$ cat config.mk
export PLATFORM = sky130hd
export DESIGN_NAME = br_lite_router_mc_flat
export DESIGN_NICKNAME = d
export VERILOG_FILES = /design/src/rtl/br_lite_router_mc_pkg.sv /design/src/rtl/br_lite_router_mc_if.sv /design/src/rtl/br_lite_router_mc_rr_arbiter.sv /design/src/rtl/br_lite_router_mc.sv /design/src/flat_wrapper.sv
export SDC_FILE = /design/constraint.sdc
export NUM_CORES = 2
export LEC_CHECK = 0
export BUFFER_PORTS_ARGS = -buffer_cell sky130_fd_sc_hd__buf_2
export CORE_MARGIN = 3
export CORE_UTILIZATION = 50
export CTS_BUF_LIST = sky130_fd_sc_hd__clkbuf_2
export DETAILED_ROUTE_END_ITERATION = 8
export PLACE_DENSITY_LB_ADDON = 0.1
export SYNTH_ARGS = -nofsm -noshare
export SYNTH_HDL_FRONTEND = slang
export SYNTH_HIERARCHICAL = 1
export SYNTH_SLANG_ARGS = --single-unit
$ cat constraint.sdc
create_clock -name clk_i -period 6.1 [get_ports clk_i]
set_input_delay 0.305 -clock clk_i [delete_from_list [all_inputs] [get_ports clk_i]]
set_output_delay 0.305 -clock clk_i [all_outputs]
set_load 0.01 [all_outputs]
$ cat src/rtl/br_lite_router_mc_pkg.sv
// Shared types for the BrLite multi-local broadcast router.
// Flit layout, service codes, port indices and the CAM line record.
package br_lite_router_mc_pkg;

    typedef enum logic [1:0] {
        SvcAll   = 2'd0,
        SvcTgt   = 2'd1,
        SvcClear = 2'd2
    } br_svc_t;

    typedef logic [3:0] br_port_t;

    // Default 5-port mesh numbering; LOCAL is always the last port.
    localparam br_port_t PortEast  = 4'd0;
    localparam br_port_t PortWest  = 4'd1;
    localparam br_port_t PortNorth = 4'd2;
    localparam br_port_t PortSouth = 4'd3;
    localparam br_port_t PortLocal = 4'd4;

    typedef struct packed {
        br_svc_t     service;
        logic [15:0] source;
        logic [15:0] target;
        logic [7:0]  id;
    } br_data_t;

    typedef struct packed {
        br_data_t    data;
        br_port_t    origin;
        logic        used;
        logic        pending;
        logic        is_local;
        logic [31:0] deadline;
    } br_cam_line_t;

    function automatic br_port_t br_local_port(input int unsigned nport);
        return br_port_t'(nport - 1);
    endfunction

    // Wrap-aware: true once now has reached or passed dl (half-range window).
    function automatic logic br_deadline_reached(input logic [31:0] now, input logic [31:0] dl);
        logic [31:0] diff;
        diff = now - dl;
        return ~diff[31];
    endfunction

endpackage

$ cat src/rtl/br_lite_router_mc_if.sv
// Flit req/ack bus of one router: input side (in_*) and output side (out_*).
// slave modport = router view, master modport = neighbour/bench view.
interface br_lite_router_mc_if #(
    parameter int unsigned NPORT = 5
);
    import br_lite_router_mc_pkg::*;

    br_data_t [NPORT-1:0] in_flit;
    logic     [NPORT-1:0] in_req;
    logic     [NPORT-1:0] in_ack;
    br_data_t [NPORT-1:0] out_flit;
    logic     [NPORT-1:0] out_req;
    logic     [NPORT-1:0] out_ack;

    modport slave  (input in_flit, input in_req, output in_ack,
                    output out_flit, output out_req, input out_ack);
    modport master (output in_flit, output in_req, input in_ack,
                    input out_flit, input out_req, output out_ack);
endinterface

$ cat src/rtl/br_lite_router_mc_rr_arbiter.sv
// Round-robin picker: first set bit of req_i strictly after last_i (wrapping).
// Ports: req_i request vector, last_i last served index, grant_o index, found_o any set.
module br_lite_router_mc_rr_arbiter #(
    parameter int unsigned N = 4,
    localparam int unsigned IdxW = (N > 1) ? $clog2(N) : 1
) (
    input  logic [N-1:0]    req_i,
    input  logic [IdxW-1:0] last_i,
    output logic [IdxW-1:0] grant_o,
    output logic            found_o
);
    always_comb begin
        grant_o = '0;
        found_o = 1'b0;
        for (int unsigned off = 1; off <= N; off++) begin
            int unsigned idx;
            idx = (32'(last_i) + off) % N;
            if (!found_o && req_i[IdxW'(idx)]) begin
                found_o = 1'b1;
                grant_o = IdxW'(idx);
            end
        end
    end
endmodule

$ cat src/rtl/br_lite_router_mc.sv
// BrLite broadcast router with CAM duplicate suppression and up to MAX_LOCAL
// outstanding local entries, each turning into a CLEAR at its own deadline.
// Ports: clk_i, rst_ni (async active-low), tick_cnt_i free-running ticks,
//   bus_io flit req/ack bus (slave), local_busy_o, drop_o / timeout_o pulses,
//   cam_used_o valid line count. With BR_STATS_EN defined: stat_drop_o,
//   stat_timeout_o, stat_fwd_o saturating counters.
module br_lite_router_mc
    import br_lite_router_mc_pkg::*;
#(
    parameter logic [15:0] ADDRESS     = 16'h0000,
    parameter int unsigned NPORT       = 5,
    parameter int unsigned CAM_SIZE    = 8,
    parameter int unsigned MAX_LOCAL   = 2,
    parameter int unsigned CLEAR_TICKS = 180,
    parameter int unsigned ACK_TIMEOUT = 64
) (
    input  logic                          clk_i,
    input  logic                          rst_ni,
    input  logic [31:0]                   tick_cnt_i,
    br_lite_router_mc_if.slave            bus_io,
    output logic                          local_busy_o,
    output logic                          drop_o,
    output logic                          timeout_o,
`ifdef BR_STATS_EN
    output logic [15:0]                   stat_drop_o,
    output logic [15:0]                   stat_timeout_o,
    output logic [15:0]                   stat_fwd_o,
`endif
    output logic [$clog2(CAM_SIZE+1)-1:0] cam_used_o
);
    localparam int unsigned PortW = $clog2(NPORT);
    localparam int unsigned LineW = $clog2(CAM_SIZE);
    localparam int unsigned UsedW = $clog2(CAM_SIZE + 1);
    localparam logic [PortW-1:0] LocalIdx = PortW'(NPORT - 1);

    typedef enum logic [2:0] {InInit, InArb, InTest, InWrite, InClear, InAck} in_state_e;
    typedef enum logic [2:0] {OutInit, OutArb, OutSvc, OutProp, OutAckAll, OutClear,
                              OutLocal, OutAckLocal} out_state_e;

    in_state_e    in_state_q, in_state_d;
    out_state_e   out_state_q, out_state_d;
    br_cam_line_t cam_q [CAM_SIZE];
    br_cam_line_t cam_d [CAM_SIZE];
    logic [PortW-1:0] in_sel_q, in_sel_d, in_last_q, in_last_d;
    logic [LineW-1:0] in_idx_q, in_idx_d, out_line_q, out_line_d, out_last_q, out_last_d;
    logic [NPORT-1:0] in_ack_q, in_ack_d, out_req_q, out_req_d, acked_q, acked_d;
    logic [31:0]      to_cnt_q, to_cnt_d;
    logic             drop_q, drop_d, timeout_q, timeout_d, local_busy_q;
    logic [UsedW-1:0] used_cnt_q, used_sum, local_sum;

    br_data_t         cur_flit;
    br_cam_line_t     cur_line;
    logic             hit, free_found, sweep_found, done;
    logic [LineW-1:0] hit_idx, free_idx, sweep_idx;
    logic [CAM_SIZE-1:0] pend_vec;
    logic [NPORT-1:0] mask;
    logic [PortW-1:0] in_grant;
    logic [LineW-1:0] out_grant;
    logic             in_found, out_found;
`ifdef BR_STATS_EN
    logic             fwd_d;
`endif

    assign cur_flit = bus_io.in_flit[in_sel_q];
    assign cur_line = cam_q[out_line_q];

    br_lite_router_mc_rr_arbiter #(.N(NPORT)) u_in_arb (
        .req_i(bus_io.in_req), .last_i(in_last_q), .grant_o(in_grant), .found_o(in_found)
    );
    br_lite_router_mc_rr_arbiter #(.N(CAM_SIZE)) u_out_arb (
        .req_i(pend_vec), .last_i(out_last_q), .grant_o(out_grant), .found_o(out_found)
    );

    // CAM lookup, free slot, pending vector, deadline sweep candidate, counts.
    always_comb begin
        hit = 1'b0; hit_idx = '0; free_found = 1'b0; free_idx = '0;
        sweep_found = 1'b0; sweep_idx = '0; pend_vec = '0; used_sum = '0; local_sum = '0;
        for (int i = 0; i < CAM_SIZE; i++) begin
            if (!hit && cam_q[i].used && cam_q[i].data.source == cur_flit.source &&
                cam_q[i].data.id == cur_flit.id) begin
                hit = 1'b1; hit_idx = LineW'(i);
            end
            if (!free_found && !cam_q[i].used) begin
                free_found = 1'b1; free_idx = LineW'(i);
            end
            if (!sweep_found && cam_q[i].used && cam_q[i].is_local && !cam_q[i].pending &&
                cam_q[i].data.service != SvcClear &&
                br_deadline_reached(tick_cnt_i, cam_q[i].deadline)) begin
                sweep_found = 1'b1; sweep_idx = LineW'(i);
            end
            pend_vec[i] = cam_q[i].used & cam_q[i].pending;
            used_sum    = used_sum + UsedW'(cam_q[i].used);
            local_sum   = local_sum + UsedW'(cam_q[i].is_local);
        end
    end

    // Output FSM, then sweep, then input FSM: later writers win on cam_d.
    always_comb begin
        cam_d = cam_q;
        in_state_d = in_state_q; in_sel_d = in_sel_q; in_last_d = in_last_q;
        in_idx_d = in_idx_q; in_ack_d = in_ack_q; drop_d = 1'b0;
        out_state_d = out_state_q; out_line_d = out_line_q; out_last_d = out_last_q;
        out_req_d = out_req_q; acked_d = acked_q; to_cnt_d = to_cnt_q; timeout_d = 1'b0;
        mask = '0; done = 1'b0;
`ifdef BR_STATS_EN
        fwd_d = 1'b0;
`endif
        unique case (out_state_q)
            OutInit: if (|pend_vec) out_state_d = OutArb;
            OutArb: begin
                if (out_found) begin
                    out_line_d = out_grant; out_last_d = out_grant; out_state_d = OutSvc;
                end else begin
                    out_state_d = OutInit;
                end
            end
            OutSvc: begin
                if (cur_line.data.service == SvcTgt && cur_line.data.target == ADDRESS) begin
                    out_state_d = OutLocal;
                end else begin
                    out_state_d = OutProp;
                end
            end
            OutProp: begin
                mask = '1;
                mask[cur_line.origin[PortW-1:0]] = 1'b0;
                // LOCAL only sees broadcasts that originated elsewhere.
                if (!(cur_line.data.service == SvcAll && cur_line.data.source != ADDRESS)) begin
                    mask[LocalIdx] = 1'b0;
                end
                out_req_d = mask; acked_d = ~mask; to_cnt_d = '0; out_state_d = OutAckAll;
            end
            OutAckAll: begin
                out_req_d = out_req_q & ~bus_io.out_ack;
                acked_d   = acked_q | bus_io.out_ack;
                if (&acked_d) begin
                    done = 1'b1;
`ifdef BR_STATS_EN
                    fwd_d = 1'b1;
`endif
                end else if (ACK_TIMEOUT != 0 && to_cnt_q == ACK_TIMEOUT - 1) begin
                    out_req_d = '0; timeout_d = 1'b1; done = 1'b1;
                end else begin
                    to_cnt_d = to_cnt_q + 32'd1;
                end
                if (done) begin
                    cam_d[out_line_q].pending = 1'b0;
                    out_state_d = (cur_line.data.service == SvcClear) ? OutClear : OutInit;
                end
            end
            OutClear: begin
                cam_d[out_line_q].used = 1'b0;
                cam_d[out_line_q].is_local = 1'b0;
                out_state_d = OutInit;
            end
            OutLocal: begin
                out_req_d[LocalIdx] = 1'b1;
                if (bus_io.out_ack[LocalIdx]) out_state_d = OutAckLocal;
            end
            OutAckLocal: begin
                out_req_d[LocalIdx] = 1'b0;
                if (!bus_io.out_ack[LocalIdx]) begin
                    cam_d[out_line_q].pending = 1'b0;
                    out_state_d = OutInit;
`ifdef BR_STATS_EN
                    fwd_d = 1'b1;
`endif
                end
            end
            default: out_state_d = OutInit;
        endcase

        if (in_state_q == InInit && out_state_q == OutInit && sweep_found) begin
            cam_d[sweep_idx].data.service = SvcClear;
            cam_d[sweep_idx].pending = 1'b1;
        end

        unique case (in_state_q)
            InInit: if (|bus_io.in_req) in_state_d = InArb;
            InArb: begin
                if (in_found) begin
                    in_sel_d = in_grant; in_last_d = in_grant; in_state_d = InTest;
                end else begin
                    in_state_d = InInit;
                end
            end
            InTest: begin
                if ((cur_flit.service == SvcAll || cur_flit.service == SvcTgt) && !hit) begin
                    if (in_sel_q == LocalIdx && local_busy_q) begin
                        in_state_d = InInit;  // no ack: the local source retries later
                    end else if (free_found) begin
                        in_idx_d = free_idx; in_state_d = InWrite;
                    end else begin
                        drop_d = 1'b1; in_state_d = InAck;
                    end
                end else if (cur_flit.service == SvcClear && hit) begin
                    in_idx_d = hit_idx; in_state_d = InClear;
                end else begin
                    in_state_d = InAck;
                end
            end
            InWrite: begin
                cam_d[in_idx_q].data     = cur_flit;
                cam_d[in_idx_q].origin   = br_port_t'(in_sel_q);
                cam_d[in_idx_q].used     = 1'b1;
                cam_d[in_idx_q].pending  = 1'b1;
                cam_d[in_idx_q].is_local = (in_sel_q == LocalIdx);
                if (in_sel_q == LocalIdx) cam_d[in_idx_q].deadline = tick_cnt_i + CLEAR_TICKS;
                in_state_d = InAck;
            end
            InClear: begin
                if (cam_q[in_idx_q].used && !cam_q[in_idx_q].pending &&
                    cam_q[in_idx_q].data.service != SvcClear) begin
                    cam_d[in_idx_q].data.service = SvcClear;
                    cam_d[in_idx_q].pending = 1'b1;
                end
                in_state_d = InAck;
            end
            InAck: begin
                if (bus_io.in_req[in_sel_q]) begin
                    in_ack_d[in_sel_q] = 1'b1;
                end else begin
                    in_ack_d = '0; in_state_d = InInit;
                end
            end
            default: in_state_d = InInit;
        endcase
    end

    always_ff @(posedge clk_i or negedge rst_ni) begin
        if (!rst_ni) begin
            in_state_q <= InInit;   out_state_q <= OutInit;
            for (int i = 0; i < CAM_SIZE; i++) cam_q[i] <= '0;
            in_sel_q <= '0;         in_last_q <= LocalIdx;   in_idx_q <= '0;
            out_line_q <= '0;       out_last_q <= '0;
            in_ack_q <= '0;         out_req_q <= '0;         acked_q <= '0;
            to_cnt_q <= '0;         drop_q <= 1'b0;          timeout_q <= 1'b0;
            local_busy_q <= 1'b0;   used_cnt_q <= '0;
        end else begin
            in_state_q <= in_state_d; out_state_q <= out_state_d;
            cam_q <= cam_d;
            in_sel_q <= in_sel_d;     in_last_q <= in_last_d;  in_idx_q <= in_idx_d;
            out_line_q <= out_line_d; out_last_q <= out_last_d;
            in_ack_q <= in_ack_d;     out_req_q <= out_req_d;  acked_q <= acked_d;
            to_cnt_q <= to_cnt_d;     drop_q <= drop_d;        timeout_q <= timeout_d;
            local_busy_q <= (32'(local_sum) >= MAX_LOCAL);
            used_cnt_q <= used_sum;
        end
    end

    assign bus_io.in_ack  = in_ack_q;
    assign bus_io.out_req = out_req_q;
    for (genvar p = 0; p < NPORT; p++) begin : g_flit
        assign bus_io.out_flit[p] = cur_line.data;
    end
    assign local_busy_o = local_busy_q;
    assign drop_o       = drop_q;
    assign timeout_o    = timeout_q;
    assign cam_used_o   = used_cnt_q;

`ifdef BR_STATS_EN
    logic [15:0] st_drop_q, st_to_q, st_fwd_q;
    always_ff @(posedge clk_i or negedge rst_ni) begin
        if (!rst_ni) begin
            st_drop_q <= '0; st_to_q <= '0; st_fwd_q <= '0;
        end else begin
            if (drop_d && st_drop_q != 16'hFFFF) st_drop_q <= st_drop_q + 16'd1;
            if (timeout_d && st_to_q != 16'hFFFF) st_to_q <= st_to_q + 16'd1;
            if (fwd_d && st_fwd_q != 16'hFFFF) st_fwd_q <= st_fwd_q + 16'd1;
        end
    end
    assign stat_drop_o    = st_drop_q;
    assign stat_timeout_o = st_to_q;
    assign stat_fwd_o     = st_fwd_q;
`endif
endmodule

$ cat src/flat_wrapper.sv
// flat-port wrapper written by rule: the top's interface ports become plain ports
module br_lite_router_mc_flat import br_lite_router_mc_pkg::*;
#(
    parameter logic [15:0] ADDRESS     = 16'h0000,
    parameter int unsigned NPORT       = 5,
    parameter int unsigned CAM_SIZE    = 8,
    parameter int unsigned MAX_LOCAL   = 2,
    parameter int unsigned CLEAR_TICKS = 180,
    parameter int unsigned ACK_TIMEOUT = 64
)
  (clk_i, rst_ni, tick_cnt_i, local_busy_o, drop_o, timeout_o, cam_used_o, bus_io_in_flit, bus_io_in_req, bus_io_in_ack, bus_io_out_flit, bus_io_out_req, bus_io_out_ack);
  br_lite_router_mc_if #(.NPORT(NPORT)) bus_io_i ();
  input  logic clk_i;
  input  logic rst_ni;
  input  logic [31:0] tick_cnt_i;
  output logic local_busy_o;
  output logic drop_o;
  output logic timeout_o;
  output logic [$clog2(CAM_SIZE+1)-1:0] cam_used_o;
  input wire logic [$bits(bus_io_i.in_flit)-1:0] bus_io_in_flit;
  input wire logic [$bits(bus_io_i.in_req)-1:0] bus_io_in_req;
  output wire logic [$bits(bus_io_i.in_ack)-1:0] bus_io_in_ack;
  output wire logic [$bits(bus_io_i.out_flit)-1:0] bus_io_out_flit;
  output wire logic [$bits(bus_io_i.out_req)-1:0] bus_io_out_req;
  input wire logic [$bits(bus_io_i.out_ack)-1:0] bus_io_out_ack;
  assign bus_io_i.in_flit = bus_io_in_flit;
  assign bus_io_i.in_req = bus_io_in_req;
  assign bus_io_in_ack = bus_io_i.in_ack;
  assign bus_io_out_flit = bus_io_i.out_flit;
  assign bus_io_out_req = bus_io_i.out_req;
  assign bus_io_i.out_ack = bus_io_out_ack;
  br_lite_router_mc #(.ADDRESS(ADDRESS), .NPORT(NPORT), .CAM_SIZE(CAM_SIZE), .MAX_LOCAL(MAX_LOCAL), .CLEAR_TICKS(CLEAR_TICKS), .ACK_TIMEOUT(ACK_TIMEOUT)) u_core (.clk_i(clk_i), .rst_ni(rst_ni), .tick_cnt_i(tick_cnt_i), .bus_io(bus_io_i), .local_busy_o(local_busy_o), .drop_o(drop_o), .timeout_o(timeout_o), .cam_used_o(cam_used_o));
endmodule
; ---- Word level (Yosys, flattened, before mapping)
; Cells that the tools add are included.
[op_classes]
bitwise = 25
n_reduce_logical = 162
magnitude_cmp = 24
add_sub_neg = 37
eq_ne = 53
n_div = 5
n_mul = 0
shifts = 0
n_mux = 195
[ops]
columns = cell, n
row1 = bitwise mux 648 bit, 13
row2 = 2-to-1 mux 648 bit, 5
row3 = demux 81 bit (select 3 bit), 12
row4 = case mux 648 bit (3 select lines), 1
row5 = case mux 648 bit (2 select lines), 1
row6 = 2-to-1 mux 81 bit, 7
row7 = binary-select mux 81 bit (select 3 bit), 2
row8 = subtractor 32 bit, 8
row9 = modulo 32 x 3 -> 32 bit (second input constant), 5
row10 = == test 16 bit, 8
row11 = binary-select mux 42 bit (select 3 bit), 1
row12 = 2-to-1 mux 3 bit, 42
row13 = 2-to-1 mux 34 bit, 3
row14 = 2-to-1 mux 32 bit, 3
row15 = logical AND 1 bit, 94
row16 = 2-to-1 mux 35 bit, 2
row17 = 2-to-1 mux 1 bit, 68
row18 = 2-to-1 mux 33 bit, 2
row19 = == test 8 bit, 8
row20 = case mux 32 bit (2 select lines), 1
row21 = < comparator 3 x 4 -> 1 bit (second input constant), 15
row22 = adder 4 x 1 -> 4 bit, 12
row23 = logical NOT 1 bit, 48
row24 = binary-select mux 1 bit (select 3 bit), 14
row25 = other kinds (51), 126
[totals]
rom_bits = 0
latch_bits = 0
out_inout_bits = 227
word_cells = 588
n_memories = 0
mem_bits_rw = 0
register_bits = 720
input_bits = 254

; ---- Depth between registers and ports, before layout
[logic_depth]
ltp_word = 70
depth_mapped = 23
mapped_depth_nobuf = 18

; ---- Hierarchy
; The synthesis kept the hierarchy.
[by_module_without_submodules]
columns = module, area_per_inst_um2, seq_area_each_um2, n_inst, cells_each
row1 = br_lite_router_mc, 43767.0, 17768.3, 1, 4998
row2 = br_lite_router_mc_rr_arbiter at u_core.u_in_arb, 2015.7, 0.0, 1, 285
row3 = br_lite_router_mc_rr_arbiter at u_core.u_out_arb, 785.8, 0.0, 1, 93

; ---- Least setup slack after synthesis
; No wires, ideal clock.
[synth_path]
path_kind = reg-to-reg
startpoint = reg, netlist name u_core/in_sel_q[0]
endpoint = reg u_core.in_sel_q[0]
arrival_time_ns = 4.725
slack_ns = 1.250
synth_period_minus_slack_ns = 4.850
setup_ns = 0.125
required_time_ns = 5.975
stages_incl_launch_ff = 21
cell_sequence = dfrtp_1 -> buf_4 -> buf_2 -> buf_1 -> buf_2 -> inv_1 -> ha_1 -> ha_1 -> o31ai_2 -> o31a_1 -> xnor2_1 -> ha_1 -> inv_1 -> a221o_1 -> o21bai_4 -> mux2i_1 -> o311ai_0 -> o31a_1 -> nand3b_1 -> nand3_1 -> mux2_2
[synth_rtl]
columns = element, line_no
row1 = end signal: assignment, br_lite_router_mc.sv:242  ; in_sel_q <= in_sel_d; in_last_q <= in_last_d; in_idx_q <= in_idx_d;
row2 = end: declaration, br_lite_router_mc.sv:44  ; logic [PortW-1:0] in_sel_q, in_sel_d, in_last_q, in_last_d;

; ---- Worst setup path after layout
[layout_path]
startpoint = reg u_core.in_sel_q[2]
endpoint = reg u_core.in_state_q[0]
[layout_between]
elab_chain_len = 45
word_cells_on_any_way = 73
classes_between = eq/ne: 20 / mux: 16 / reduce/logical: 37
[layout_rtl]
columns = element, line_no
row1 = binary-select mux 42 bit (select 3 bit), br_lite_router_mc.sv:64  ; assign cur_flit = bus_io.in_flit[in_sel_q];
row2 = 2-to-1 mux 42 bit (not written as such), br_lite_router_mc.sv:64
row3 = == test 16 bit, br_lite_router_mc.sv:79  ; if (!hit && cam_q[i].used && cam_q[i].data.source == cur_flit.source &&
row4 = logical AND 1 bit (2 in a row), br_lite_router_mc.sv:79
row5 = 2-to-1 mux 1 bit, br_lite_router_mc.sv:79
row6 = logical NOT 1 bit, br_lite_router_mc.sv:79
row7 = logical AND 1 bit (3 in a row), br_lite_router_mc.sv:79
row8 = 2-to-1 mux 1 bit, br_lite_router_mc.sv:79
row9 = (+24 left out), --
row10 = 2-to-1 mux 1 bit, br_lite_router_mc.sv:79
row11 = logical NOT 1 bit, br_lite_router_mc.sv:79
row12 = logical AND 1 bit (3 in a row), br_lite_router_mc.sv:79
row13 = 2-to-1 mux 1 bit, br_lite_router_mc.sv:79
row14 = logical AND 1 bit / logical NOT 1 bit (equally long branches), "br_lite_router_mc.sv:196, br_lite_router_mc.sv:188"
row15 = 2-to-1 mux 1 bit / logical AND 1 bit (equally long branches), "br_lite_router_mc.sv:196, br_lite_router_mc.sv:188"
row16 = 2-to-1 mux 3 bit, br_lite_router_mc.sv:188  ; if ((cur_flit.service == SvcAll || cur_flit.service == SvcTgt) && !hit) begin
row17 = case mux 3 bit (5 select lines), br_lite_router_mc.sv:178  ; unique case (in_state_q)
row18 = end signal: assignment, br_lite_router_mc.sv:232  ; in_state_q <= InInit; out_state_q <= OutInit;
row19 = end signal: assignment, br_lite_router_mc.sv:240  ; in_state_q <= in_state_d; out_state_q <= out_state_d;
row20 = end: declaration, br_lite_router_mc.sv:40  ; in_state_e in_state_q, in_state_d;
; Several ways; a longest one is shown, not always the timed one. The select of a mux whose other input is x is not followed.
; A chain may end at the register's enable or synchronous reset.

==> metrics.md <==
| Metric | Value |
|---|---|
| Final Max Tran Viols | `0` |
| Pwr dens | `542 mW/mm^2` |
| HP Start | `tick_cnt_i[26]` |
| CP Data Required Time | `7.50 ns` |
| Fillcell total | `8624` |
| Max cap viols | `0` |
| Initial core utilization | `50.7%` |
| CTS Root Cell | `clkbuf_2` |
| Num CTS Buffers | `190` |
| Routed Wire Length | `185 mm` |
| Htree depth | `4` |
| Die H | `311 um` |
| Final ANT Viol Nets | `0` |
| # IOs | `481` |
| P&R area growth vs syn | `14.7%` |
| CTS sink cnt | `710` |
| Fin crit period | `6.00 ns` |
| WHS Endpoint | `u_core/cam_q[26]` |
| Worst setup EP type | `register` |
| Vias per cell | `6.10` |
| Setup violators final | `0` |
| Setup Crit Path Kind | `reg2reg` |
| CP max FO | `35` |
| Synthesis Warnings | `6` |
| R2R Path Start | `u_core/in_sel_q[2]` |
| Clock Tree Buf Depth | `3` |
| Grt total ovfl | `0` |
| Register area share after synthesis | `38.2%` |
| Gr usage total | `37.3%` |
| DR WL/cell | `25.2 um` |
| Async set or reset register ratio after synthesis | `100%` |
| Dominant synthesized flop cell | `dfrtp_1` |
| Setup crit start kind | `register` |
| DIE AREA | `0.0968 mm^2` |
| Hold WC Path Type | `in2reg` |
| Remaining DRCs | `0` |
| Top cell type's share of synthesized area | `38.1%` |
| Share of post-route cells with drive strength above 1 | `17.6%` |
| Worst path arrival time | `7.39 ns` |
| Status | `finished, final reports clean` |
| Cell taking the most area after synthesis | `dfrtp_1` |
| Synth Area per Inst | `8.66 um^2` |
| Hold-critical path depth | `4` |
| Setup TNS | `0 ns` |
| Clock latency on the worst-skew pair | `1.51 ns` |
| Maximum clock frequency | `167 MHz` |
| Maximum VDD drop | `379 uV` |
| R2r worst-path depth | `17` |
| # nets final | `6485` |
| R2R Setup Slk | `0.10 ns` |
| Max-Slew Margin vs Limit | `18.9%` |
| Register clock-pin slew on the reported worst setup and hold paths | `0.11 ns` |
| Worst R2R End | `u_core/in_state_q[0]` |
| Initial antenna violation count | `7` |
| Tightest Pin Transition | `1.21 ns` |
| RSZ-0062 raised after global routing | `false` |
| Post-synth EDFFs | `0` |
| Worst clock skew | `0.149 ns` |
| Vias in the first global route | `42.5k` |
| DP Wirelength | `132 mm` |
| CTS tree | `done` |
| Drt initial violations | `5178` |
| Largest net degree at the start of global routing | `155` |
| Core region area | `0.0919 mm^2` |
| Syn nets | `5912` |
| Port Buffers | `480` |
| Drt first pass iters | `7` |
| P_leak | `27.1 nW` |
| Endpoints failing hold | `0` |
| Die Width | `311 um` |
| Final Util | `58.1%` |
| Most common cell after layout, fill and taps aside | `dfrtp_1` |
| Top cells by area, synth | `dfrtp_1 38%, ha_1 7.4%, o21ai_0 5.9%` |
| Cells after Synth | `5376` |
| #FFs+latches synth | `710` |
| Gpl congestion | `1.07` |
| Tcrit/Tclk final | `98.3%` |
| Commonest non-fill, non-tap cells in the layout | `706 x dfrtp_1, 682 x nand2_1, 548 x o21ai_0` |
| Row count | `111` |
| Post-synthesis cell area | `0.0466 mm^2` |
| Unique cell type count in the Yosys netlist | `121` |
| Via Count | `44.8k` |
| Global-route wire length before repair | `276 mm` |
## synth_stat cells (23+ instances only)
library cell	n
a22oi_1	215
clkbuf_1	211
xor2_1	47
nor3_1	64
nor4_1	43
a21o_1	95
ha_1	274
mux2_2	55
nand2b_1	39
xnor2_1	64
and2_1	33
mux2i_1	41
or3_1	45
nor2_1	343
a21oi_1	338
o211ai_1	24
buf_4	180
o2111ai_1	25
nor2b_1	42
nand3_1	96
and3_1	71
a211oi_1	33
nand2_1	693
nand4_1	106
o22ai_1	55
inv_1	337
buf_2	39
o21ai_0	548
dfrtp_1	709
a2111oi_0	23
## metal layers
metal	part of all wire, %	track usage (%)
met5	0.0070	0
met4	4.1	15.3
met3	9.5	8.29
met2	44	57.3
met1	42	51.3
## worst max path at each step
stage	cells after the start	end	from	slack, ns
after floorplan	20	u_core/in_sel_q[0]	u_core/in_sel_q[0]	1.25
after global placement	16	u_core/in_sel_q[0]	u_core/in_sel_q[0]	1.08
after detailed placement	16	u_core/in_sel_q[1]	u_core/in_sel_q[0]	0.95
after CTS	16	u_core/in_state_q[0]	u_core/in_sel_q[0]	0.11
after global routing	15	u_core/in_state_q[0]	u_core/in_sel_q[1]	0.01
final	17	u_core/in_state_q[0]	u_core/in_sel_q[2]	0.10
## logic make-up (layout without fill, tap and decap cells)
kind of cell | Yosys count | in the layout | synth area share (%)
AOI/OAI and AO/OA | 1586 | 1586 | 21.5
xor gates and xnor gates | 112 | 112 | 2.15
adders and majority gates | 282 | 282 | 7.71
buffers and inverters | 807 | 1520 | 8.32
DFF | 710 | 710 | 38.2
muxes | 128 | 128 | 3.55
other | 0 | 7 | 0
and+or+nand+nor | 1751 | 1751 | 18.6
## per-stage QoR
| stage | worst slack (ns) | cell area (um^2) | total power [W] | cells | hold slack [ns] |
|---|---|---|---|---|---|
| final | 0.104 | 53400 | 0.0290 | 7339 | 0.178 |
| after global routing | 0.0133 | 53400 | 0.0306 | 7336 | 0.0856 |
| after CTS | 0.112 | 53300 | 0.0285 | 7331 | 0.000612 |
| after detailed placement | 0.955 | 48800 | 0.0241 | 6722 | 0.316 |
| after global placement | 1.08 | 48800 | 0.0241 | 6722 | 0.309 |
| after floorplan | 1.25 | 46600 | 0.0190 | 5376 | 0.00941 |
## cell type report
type	count	area [um^2]	area share, %
timing repair buffer	847	5940	11.1
clock buffer	289	1450	2.71
tap	1243	1560	2.91
sequential	710	17800	33.3
antenna	7	17.5	0.0328
multi-input combinational	3859	25100	47.0
inverter	341	1280	2.40
clock inverter	43	279	0.522
## power breakdown
| group | switching, W | internal, W |
|---|---|---|
| Sequential | 0.00180 | 0.00594 |
| Combinational | 0.0112 | 0.00661 |
| Clock | 0.00212 | 0.00130 |
## repair_timing
item                                     CTS  global route
buffers inserted                           0             1
endpoints found under the hold margin   1342             0
gates resized for setup                    0            11
hold buffers                             277             0
endpoints found under the setup margin     0             4
## state kept, by name (all words and copies together) (netlist names)
register               flops
u_core/acked_q             5
u_core/bus_io.in_ack       5
u_core/bus_io.out_req      5
u_core/cam_q             640
u_core/cam_used_o          4
u_core/drop_o              1
u_core/in_idx_q            3
u_core/in_last_q           1
u_core/in_sel_q            3
u_core/in_state_q          3
u_core/local_busy_o        1
u_core/out_last_q          3
u_core/out_state_q         3
u_core/timeout_o           1
u_core/to_cnt_q           32
## worst max-delay path: stages, from the launching register on
cell	delay, ns
dfrtp_4	0.66
buf_4	0.28
nor2_4	0.33
buf_6	0.32
a22o_1	0.22
dlygate4sd3_1	0.58
nor3_1	0.05
dlygate4sd3_1	0.57
buf_4	0.24
a2111oi_0	0.58
and4b_1	0.32
and4_1	0.41
a2111oi_4	0.11
a31oi_4	0.21
o21bai_1	0.15
a21oi_1	0.09
a21o_1	0.18
dlygate4sd3_1	0.54
Note: power is estimated with default switching activity, not from simulation.
